<file path="config.mk">
export PLATFORM = sky130hd
export DESIGN_NAME = vga_timing_decoder
export DESIGN_NICKNAME = d
export VERILOG_FILES = /design/src/rtl/vga_timing_decoder.sv
export SDC_FILE = /design/constraint.sdc
export NUM_CORES = 1
export LEC_CHECK = 0
export CAP_MARGIN = 0
export CORE_MARGIN = 2
export CORE_UTILIZATION = 55
export CTS_BUF_LIST = sky130_fd_sc_hd__clkbuf_8
export CTS_CLUSTER_DIAMETER = 30
export DETAILED_ROUTE_END_ITERATION = 10
export GPL_ROUTABILITY_DRIVEN = 1
export HOLD_SLACK_MARGIN = 0.15
export PLACE_DENSITY = 0.9
export SETUP_SLACK_MARGIN = 0.05
export SLEW_MARGIN = 10
export SYNTH_ARGS = -nofsm -noshare
export SYNTH_HDL_FRONTEND = slang
export SYNTH_SLANG_ARGS = --single-unit
</file>
<file path="constraint.sdc">
create_clock -name clk -period 8.6 [get_ports clk]
set_input_delay 1.72 -clock clk [delete_from_list [all_inputs] [get_ports clk]]
set_output_delay 1.72 -clock clk [all_outputs]
set_load 0.02 [all_outputs]
</file>
<file path="src/rtl/vga_timing_decoder.sv">
// rtl/vga_timing_decoder.sv - recovers VGA pixel column/row from hsync_n/vsync_n and checks sync timing
module vga_timing_decoder #(
  parameter int H_TOTAL      = 800,
  parameter int V_TOTAL      = 525,
  parameter int H_ACTIVE     = 640,
  parameter int V_ACTIVE     = 480,
  parameter int H_SYNC_START = 656,
  parameter int H_SYNC_W     = 96,
  parameter int V_SYNC_START = 490,
  parameter int V_SYNC_W     = 2
) (
  input  logic        clk,
  input  logic        rst_n,
  input  logic        hsync_n,
  input  logic        vsync_n,
  output logic [15:0] col,
  output logic [15:0] row,
  output logic        pix_valid,
  output logic        locked,
  output logic        frame_start,
  output logic        sync_err,
  output logic [7:0]  err_count
);

  localparam logic [15:0] H_LAST  = 16'(H_TOTAL - 1);
  localparam logic [15:0] V_LAST  = 16'(V_TOTAL - 1);
  localparam logic [15:0] H_ACT   = 16'(H_ACTIVE);
  localparam logic [15:0] V_ACT   = 16'(V_ACTIVE);
  localparam logic [15:0] HS_BEG  = 16'(H_SYNC_START);
  localparam logic [15:0] HS_END  = 16'(H_SYNC_START + H_SYNC_W);
  localparam logic [15:0] VS_BEG  = 16'(V_SYNC_START);
  localparam logic [15:0] VS_END  = 16'(V_SYNC_START + V_SYNC_W);
  localparam logic        HS_AT_0 = (H_SYNC_START == 0);

  typedef enum logic [1:0] {
    SEARCH = 2'd0,
    H_LOCK = 2'd1,
    LOCKED = 2'd2
  } state_t;

  state_t      state_q, state_d;
  // sample registers hold the sync levels of the previously presented pixel
  logic        hs_q, hs_d;
  logic        vs_q, vs_d;
  logic [15:0] col_q, col_d;
  logic [15:0] row_q, row_d;
  logic        pix_valid_q, pix_valid_d;
  logic        locked_q, locked_d;
  logic        frame_start_q, frame_start_d;
  logic        sync_err_q, sync_err_d;
  logic [7:0]  err_count_q, err_count_d;

  logic        h_fall, v_fall;
  logic        col_wrap;
  logic [15:0] col_inc, row_inc;
  logic        exp_h_low, exp_v_low;
  logic        mismatch;

  assign h_fall = hs_q & ~hsync_n;
  assign v_fall = vs_q & ~vsync_n;

  // free-running counter step and the sync levels expected at the stepped position
  always_comb begin
    col_wrap  = (col_q == H_LAST);
    col_inc   = col_wrap ? 16'd0 : col_q + 16'd1;
    row_inc   = row_q;
    if (col_wrap) begin
      row_inc = (row_q == V_LAST) ? 16'd0 : row_q + 16'd1;
    end
    exp_h_low = (col_inc >= HS_BEG) && (col_inc < HS_END);
    exp_v_low = (row_inc >= VS_BEG) && (row_inc < VS_END);
    // a pin equal to its "expected low" flag is at the wrong level
    mismatch  = (hsync_n == exp_h_low) || (vsync_n == exp_v_low) ||
                (h_fall && v_fall && !(HS_AT_0 && col_inc == HS_BEG));
  end

  // next-state, counter loads and output flags
  always_comb begin
    state_d     = state_q;
    hs_d        = hsync_n;
    vs_d        = vsync_n;
    col_d       = col_inc;
    row_d       = row_inc;
    sync_err_d  = 1'b0;
    err_count_d = err_count_q;
    case (state_q)
      SEARCH: begin
        row_d = 16'd0;
        if (h_fall) begin
          col_d   = HS_BEG;
          state_d = H_LOCK;
        end
      end
      H_LOCK: begin
        if (v_fall) begin
          col_d = 16'd0;
          row_d = VS_BEG;
          if (col_wrap) begin
            state_d = LOCKED;
          end
        end else if (h_fall && col_inc != HS_BEG) begin
          col_d = HS_BEG;
        end
      end
      LOCKED: begin
        if (mismatch) begin
          sync_err_d = 1'b1;
          if (err_count_q != 8'hFF) begin
            err_count_d = err_count_q + 8'd1;
          end
          // drop to SEARCH, but a fall on this very pixel already starts H_LOCK
          row_d = 16'd0;
          if (h_fall) begin
            col_d   = HS_BEG;
            state_d = H_LOCK;
          end else begin
            state_d = SEARCH;
          end
        end
      end
      default: begin
        state_d = SEARCH;
      end
    endcase
    locked_d      = (state_d == LOCKED);
    pix_valid_d   = locked_d && (col_d < H_ACT) && (row_d < V_ACT);
    frame_start_d = locked_d && (state_q == LOCKED) && (col_d == 16'd0) && (row_d == 16'd0);
  end

  // state and output registers with synchronous active-low reset
  always_ff @(posedge clk) begin
    if (!rst_n) begin
      state_q       <= SEARCH;
      hs_q          <= 1'b1;
      vs_q          <= 1'b1;
      col_q         <= 16'd0;
      row_q         <= 16'd0;
      pix_valid_q   <= 1'b0;
      locked_q      <= 1'b0;
      frame_start_q <= 1'b0;
      sync_err_q    <= 1'b0;
      err_count_q   <= 8'd0;
    end else begin
      state_q       <= state_d;
      hs_q          <= hs_d;
      vs_q          <= vs_d;
      col_q         <= col_d;
      row_q         <= row_d;
      pix_valid_q   <= pix_valid_d;
      locked_q      <= locked_d;
      frame_start_q <= frame_start_d;
      sync_err_q    <= sync_err_d;
      err_count_q   <= err_count_d;
    end
  end

  assign col         = col_q;
  assign row         = row_q;
  assign pix_valid   = pix_valid_q;
  assign locked      = locked_q;
  assign frame_start = frame_start_q;
  assign sync_err    = sync_err_q;
  assign err_count   = err_count_q;

endmodule
</file>
==> qor_table.md, run 1 <==
| Result | Reported |
|---|---|
| Nature of the critical path endpoint | flip-flop |
| X dimension of the die | 79.2 um |
| Final core occ | 0.670 |
| Synthesis-stage register bit count | 48 |
| Post-synthesis cell type count | 66 |
| Max cap viols | 0 |
| Cells resized by post-CTS repair | 0 |
| Worst-margin pin slew | 1.16 ns |
| Headroom to the max-slew limit | 0.228 |
| Reg-to-reg startpoint | col[0]$_SDFF_PN0_ |
| Count of pins on the block boundary | 48 |
| Final wirelength | 7.83 mm |
| Library cell with the largest summed area after synthesis | dfxtp_1 |
| Proportion of synthesized chip area in sequential cells | 0.309 |
| Cell area after layout | 0.00367 mm2 |
| Hold crit path type | reg2reg |
| Hold_sp | err_count[7]$_SDFFE_PN0P_ |
| Avg Vias per Cell | 6.21 |
| Cts bufs inserted | 5 |
| Launching instance or port of the critical path | col[0]$_SDFF_PN0_ |
| Max Clk Rate | 253 MHz |
| Most used standard cells in the synthesized netlist | dfxtp_1 (48), nand2_1 (43), nor2_1 (40) |
| Number of antenna cells inserted | 0 |
| Number of nets in the final layout | 433 |
| CP Class | reg2reg |
| Via count of the routed design | 3,094 |
| Master of the slowest instance on the critical path | and4_1 |
| Detailed placer's ending HPWL | 5.63 mm |
| Data required time of the worst path | 8.82 ns |
| Async SR Flop Fraction | 0 |
| Cell-by-cell trace of the critical path | ha_1 -> and4_1 -> and4_1 -> nand4_1 -> mux2i_1 -> nand4_1 -> a2111o_1 -> a211oi_4 -> o311ai_2 -> nor3_1 |
| CTS tree | done |
| Vias in the first global route | 2,802 |
| Category of the worst setup path launch point | flip-flop |
| Clock skew | 0.00762 ns |
| Mapped Nets | 403 |
| Arrival time at the worst endpoint | 4.18 ns |
| WL/cell | 15.7 um |
| Remaining antenna violation count | 0 |
| Overall fraction of global-route tracks in use | 0.261 |
| Final estimated routing congestion in global placement | 0.990 |
| Final Max Tran Viols | 0 |
| Hold buffers post-CTS | 0 |
| Proportion of layout cells with a drive suffix above 1 | 0.0610 |
| Count of standard-cell rows | 27 |
| Starting DRT DRC Count | 361 |
| Port buffer count | 47 |
| Maximum buffer depth of the clock tree | 2 |
| EDFF count, synth | 0 |
| Mean instance size in the synthesized netlist | 7.88 um2 |
| DRC | 0 |
| Area inside the core boundary | 0.00547 mm2 |
| Run status | complete, no violations |
| Endpoints failing setup | 0 |
| Number of detailed-routing iterations run before antenna repair | 8 |
| Setup repair after global routing missed its margin | no |
| Final global-route overflow total | 0 |
| Critical-path maximum fanout | 17 |
| Clock Latency Late Sink | 0.31 ns |
| Sum of internal, switching and leakage power | 430 uW |
| Maximum number of pins on one net before global-route repair | 20 |
| Post-Syn Area | 0.00311 mm2 |
| Number of cells produced by synthesis | 395 |
| Max IR drop VDD | 107 uV |
| Hold_ws | 0.493 ns |
| Minimum clock period after layout | 3.96 ns |
| CTS clk-pin slew, worst paths | 0.09 ns |
| Predominant post-synthesis flop cell | dfxtp_1 |
| Synth warnings | 0 |
| Pwr Density | 117 mW/mm2 |
| Cell area reported after detailed placement | 0.00356 mm2 |
| Total Neg Setup Slack | 0 ns |
| Total Die Area | 0.00628 mm2 |
| Crit-path max cell delay | 0.64 ns |
| Initial antenna violation count | 0 |
| Setup bufs post-CTS | 0 |
| Top area cells in the synthesized netlist | dfxtp_1 (31%), nand2_1 (5.2%), nor2_1 (4.8%) |
| Number of hold violations in the final report | 0 |
| # clock sinks | 48 |
| H-tree depth | 2 |
| Root cell of the clock tree | clkbuf_8 |
| Area growth from synthesis to layout | 17.9% |
| Share of the clock period used by the worst path after layout | 0.460 |
| Vertical extent of the die | 79.2 um |
| Starting density of the core | 0.569 |
| Global-route wire length before repair | 13.2 mm |
| Top cell type's share of synthesized area | 0.309 |
| Pleak | 0.00123 uW |
| Most instantiated library cell after synthesis | dfxtp_1 |
metal layers:
metal | GRT usage | wire, um | vias up
met4 | 0.114 | 157 | 0
met3 | 0.0523 | 567 | 19
met5 | 0 | 0 | -
met2 | 0.418 | 3670 | 131
li1 | - | - | 1509
met1 | 0.339 | 3440 | 1435
area by class of cell:
cell class                      count  area (um2)
Fill cell                         461        1810
Tap cell                           72        90.1
Sequential cell                    48         961
Timing Repair Buffer               47         470
Clock buffer                        5        68.8
Clock inverter                      3        38.8
Inverter                           11        41.3
Multi-Input combinational cell    312        2000
power breakdown:
part | total, uW | internal (uW) | switching, uW
Clock | 163 | 85.2 | 77.9
Combinational | 35.5 | 14.1 | 21.5
Sequential | 231 | 225 | 5.94
Total | 430 | 324 | 105
flip-flops by register name, indices dropped and copies added (netlist names), 2 cells and up:
signal / flops
row: 16
err_count: 8
state_q: 2
col: 16
placed cells by master (no fill, tap or decap), types with 6 or more instances in the layout:
cell,count
o21ai_0,14
clkdlybuf4s50_1,47
a31oi_1,9
inv_1,11
xor2_1,13
mux2i_1,7
nor2_1,40
nand2_1,43
xnor2_1,14
a21oi_1,20
nor3_1,21
dfxtp_1,48
nand2b_1,6
nand4_1,13
nand3_1,15
worst max-delay path, delay by kind of cell (launching register included):
kind,cells,cell delay (ns)
fa+ha+maj,1,0.25
simple gates,5,1.60
mux,1,0.23
flops,1,0.43
compound gates,3,1.37
stage by stage:
step,std cells,worst slack [ns]
6_report,498,4.64
5_1_grt,498,4.26
4_1_cts,498,4.63
3_5_place_dp,490,4.57
3_3_place_gp,490,4.64
2_1_floorplan,395,5.34
final timing paths:
path	cells after the start	slack, ns	to
worst max register to register	10	4.64	col[3]$_SDFF_PN0_
worst min register to register	2	0.49	err_count[7]$_SDFFE_PN0P_
worst min-delay path	2	0.49	err_count[7]$_SDFFE_PN0P_
worst max-delay path	10	4.64	col[3]$_SDFF_PN0_
cell families (layout without fill, tap and decap cells):
| family | count (synthesis) | in the layout | synth area share |
|---|---|---|---|
| buf+inv | 35 | 66 | 0.0495 |
| simple gates | 195 | 195 | 0.354 |
| compound gates | 79 | 79 | 0.173 |
| mux | 7 | 7 | 0.0225 |
| flops | 48 | 48 | 0.309 |
| fa+ha+maj | 4 | 4 | 0.0161 |
| xor+xnor | 27 | 27 | 0.0760 |
Note: power is estimated with default switching activity, not from simulation.
==> run 2, diff against run 1 <==
- CORE_UTILIZATION: 55 -> 51
- PLACE_DENSITY: 0.9 -> 0.88
- clock period: 8.6 -> 3.55 ns (I/O delays scaled with it)
==> run 2 against run 1 <==
Global-route usage is 0.21 points lower. Highest routed layer unchanged. Sequential power is 140% higher. Register-to-register slack worse by 4.4 ns. Via count is 6.3% higher. Wire length is 8.9% higher.
==> qor_table.md, run 2 (synthesized netlist as in run 1, its figures left out) <==
| Result | Reported |
|---|---|
| Run status | complete, no violations |
| Critical-path maximum fanout | 13 |
| Maximum number of pins on one net before global-route repair | 20 |
| Final Max Tran Viols | 0 |
| Hold buffers post-CTS | 0 |
| Maximum buffer depth of the clock tree | 2 |
| GR met1 Demand/Resource | 0.331 |
| Hold crit path type | reg2reg |
| H-tree depth | 2 |
| CP Class | reg2reg |
| Minimum clock period after layout | 3.31 ns |
| Cell-by-cell trace of the critical path | ha_2 -> nand2_1 -> nor4_2 -> nand2_1 -> o22ai_1 -> nand4_1 -> a2111o_1 -> a211oi_4 -> o311ai_2 -> buf_4 -> nor3_1 |
| Count of standard-cell rows | 28 |
| Cell occurring most often along the worst timing path | nand2_1 |
| Initial antenna violation count | 0 |
| # clock sinks | 48 |
| Vertical extent of the die | 82.1 um |
| Number of detailed-routing iterations run before antenna repair | 6 |
| DRC | 0 |
| Overall fraction of global-route tracks in use | 0.259 |
| Total Neg Setup Slack | 0 ns |
| Share of the clock period used by the worst path after layout | 0.932 |
| Max cap viols | 0 |
| Max IR drop VDD | 225 uV |
| X dimension of the die | 82.1 um |
| Global routing usage on met3 | 0.0565 |
| Leading cell types in the layout, fill and taps excluded | clkdlybuf4s50_1 (47), dfxtp_1 (46), nand2_1 (43), nor2_1 (40), nor3_1 (21) |
| Max Clk Rate | 302 MHz |
| Detailed placer's ending HPWL | 6.01 mm |
| WL/cell | 16.4 um |
| CTS tree | done |
| Total Die Area | 0.00674 mm2 |
| Starting DRT DRC Count | 426 |
| Remaining antenna violation count | 0 |
| Area inside the core boundary | 0.00592 mm2 |
| Clock Latency Late Sink | 0.31 ns |
| Avg Vias per Cell | 6.33 |
| Global-route wire length before repair | 13.7 mm |
| Pleak | 0.00132 uW |
| Via count of the routed design | 3,290 |
| Master of the slowest instance on the critical path | a2111o_1 |
| Top delay family on crit path | compound AO/OA/AOI/OAI gates |
| Category of the worst setup path launch point | flip-flop |
| Met2 track demand over resource | 0.420 |
| Pwr Density | 264 mW/mm2 |
| Starting density of the core | 0.526 |
| Dpl ws | 0.0672 ns |
| Data required time of the worst path | 3.79 ns |
| Port buffer count | 47 |
| Buffers & Inverters on Critical Path | 1 |
| Nature of the critical path endpoint | flip-flop |
| Setup repair after global routing missed its margin | no |
| Root cell of the clock tree | clkbuf_8 |
| Most common cell after layout, fill and taps aside | clkdlybuf4s50_1 |
| Headroom to the max-slew limit | 0.645 |
| Arrival time at the worst endpoint | 3.55 ns |
| Proportion of layout cells with a drive suffix above 1 | 0.121 |
| Area growth from synthesis to layout | 23.3% |
| Final estimated routing congestion in global placement | 0.945 |
| Final global-route overflow total | 0 |
| Vias in the first global route | 2,986 |
| Crit-path max cell delay | 0.52 ns |
| Final wirelength | 8.53 mm |
| Filler cells | 487 |
| Most used routing layer | met2 |
| CTS clk-pin slew, worst paths | 0.09 ns |
| Count of pins on the block boundary | 48 |
| Cts bufs inserted | 5 |
| Number of nets in the final layout | 452 |
| Number of hold violations in the final report | 0 |
| Setup ws final | 0.242 ns |
| Worst-margin pin slew | 0.530 ns |
| Clock skew | 0.00599 ns |
| Number of antenna cells inserted | 0 |
| Endpoints failing setup | 0 |
## run 2: changes by cell type in the layout (fill, tap and decap cells not counted), sizes merged
cell	before	now
bufinv	1	0
clkbuf	5	6
buf	0	19
## run 2: layout make-up
cell class                 count  area (um2)  share of cell area
tap                           75        93.8              0.0245
inverter                      11        41.3              0.0108
timing repair buffer          66         613               0.160
clock inverter                 2        13.8             0.00359
multi-input combinational    312        2030               0.529
sequential                    48         963               0.251
clock buffer                   6        82.6              0.0215
## run 2: what timing repair did
item / CTS / global route
setup buffers: 0 / 2
setup endpoints to repair: 4 / 40
pin swaps: 0 / 2
resized for setup: 1 / 9
## run 2: metrics by stage
step	hold slack (ns)	util	cells	power, uW	cell area [um2]
floorplan	0.542	-	395	630	3110
detailed placement	0.486	0.623	510	663	3690
global route	0.528	0.648	520	1040	3840
CTS	0.500	0.641	518	1010	3790
global placement	0.461	0.623	510	660	3690
finish	0.490	0.648	520	1010	3840
## run 2: path summary, 6_finish.rpt
path | slack (ns) | end | cells after the start | start
min reg2reg | 0.49 | err_count[7]$_SDFFE_PN0P_ | 2 | err_count[7]$_SDFFE_PN0P_
max reg2reg | 0.24 | col[3]$_SDFF_PN0_ | 11 | row[0]$_SDFF_PN0_
min | 0.49 | err_count[7]$_SDFFE_PN0P_ | 2 | err_count[7]$_SDFFE_PN0P_
max | 0.24 | col[3]$_SDFF_PN0_ | 11 | row[0]$_SDFF_PN0_
## run 2: routing by layer
metal / share of wire / vias to the layer above / routed length (um)
li1: - / 1542 / -
met1: 0.42 / 1521 / 3600
met2: 0.47 / 181 / 4020
met3: 0.075 / 46 / 637
met4: 0.032 / 0 / 270
met5: 0 / - / 0
## run 2: worst register-to-register path, delay by kind of cell, from the launching register on
kind            cells  cell delay, ns
simple gates        5            1.00
flops               1            0.50
compound gates      4            1.20
fa+ha+maj           1            0.32
buf+inv             1            0.22
## run 2: report_power, final
group / switching, uW / leakage [uW] / internal (uW) / total (uW)
Sequential: 12.8 / 0.000390 / 546 / 558
Clock: 201 / 0.0000516 / 160 / 361
Combinational: 56.2 / 0.000879 / 38.7 / 94.9
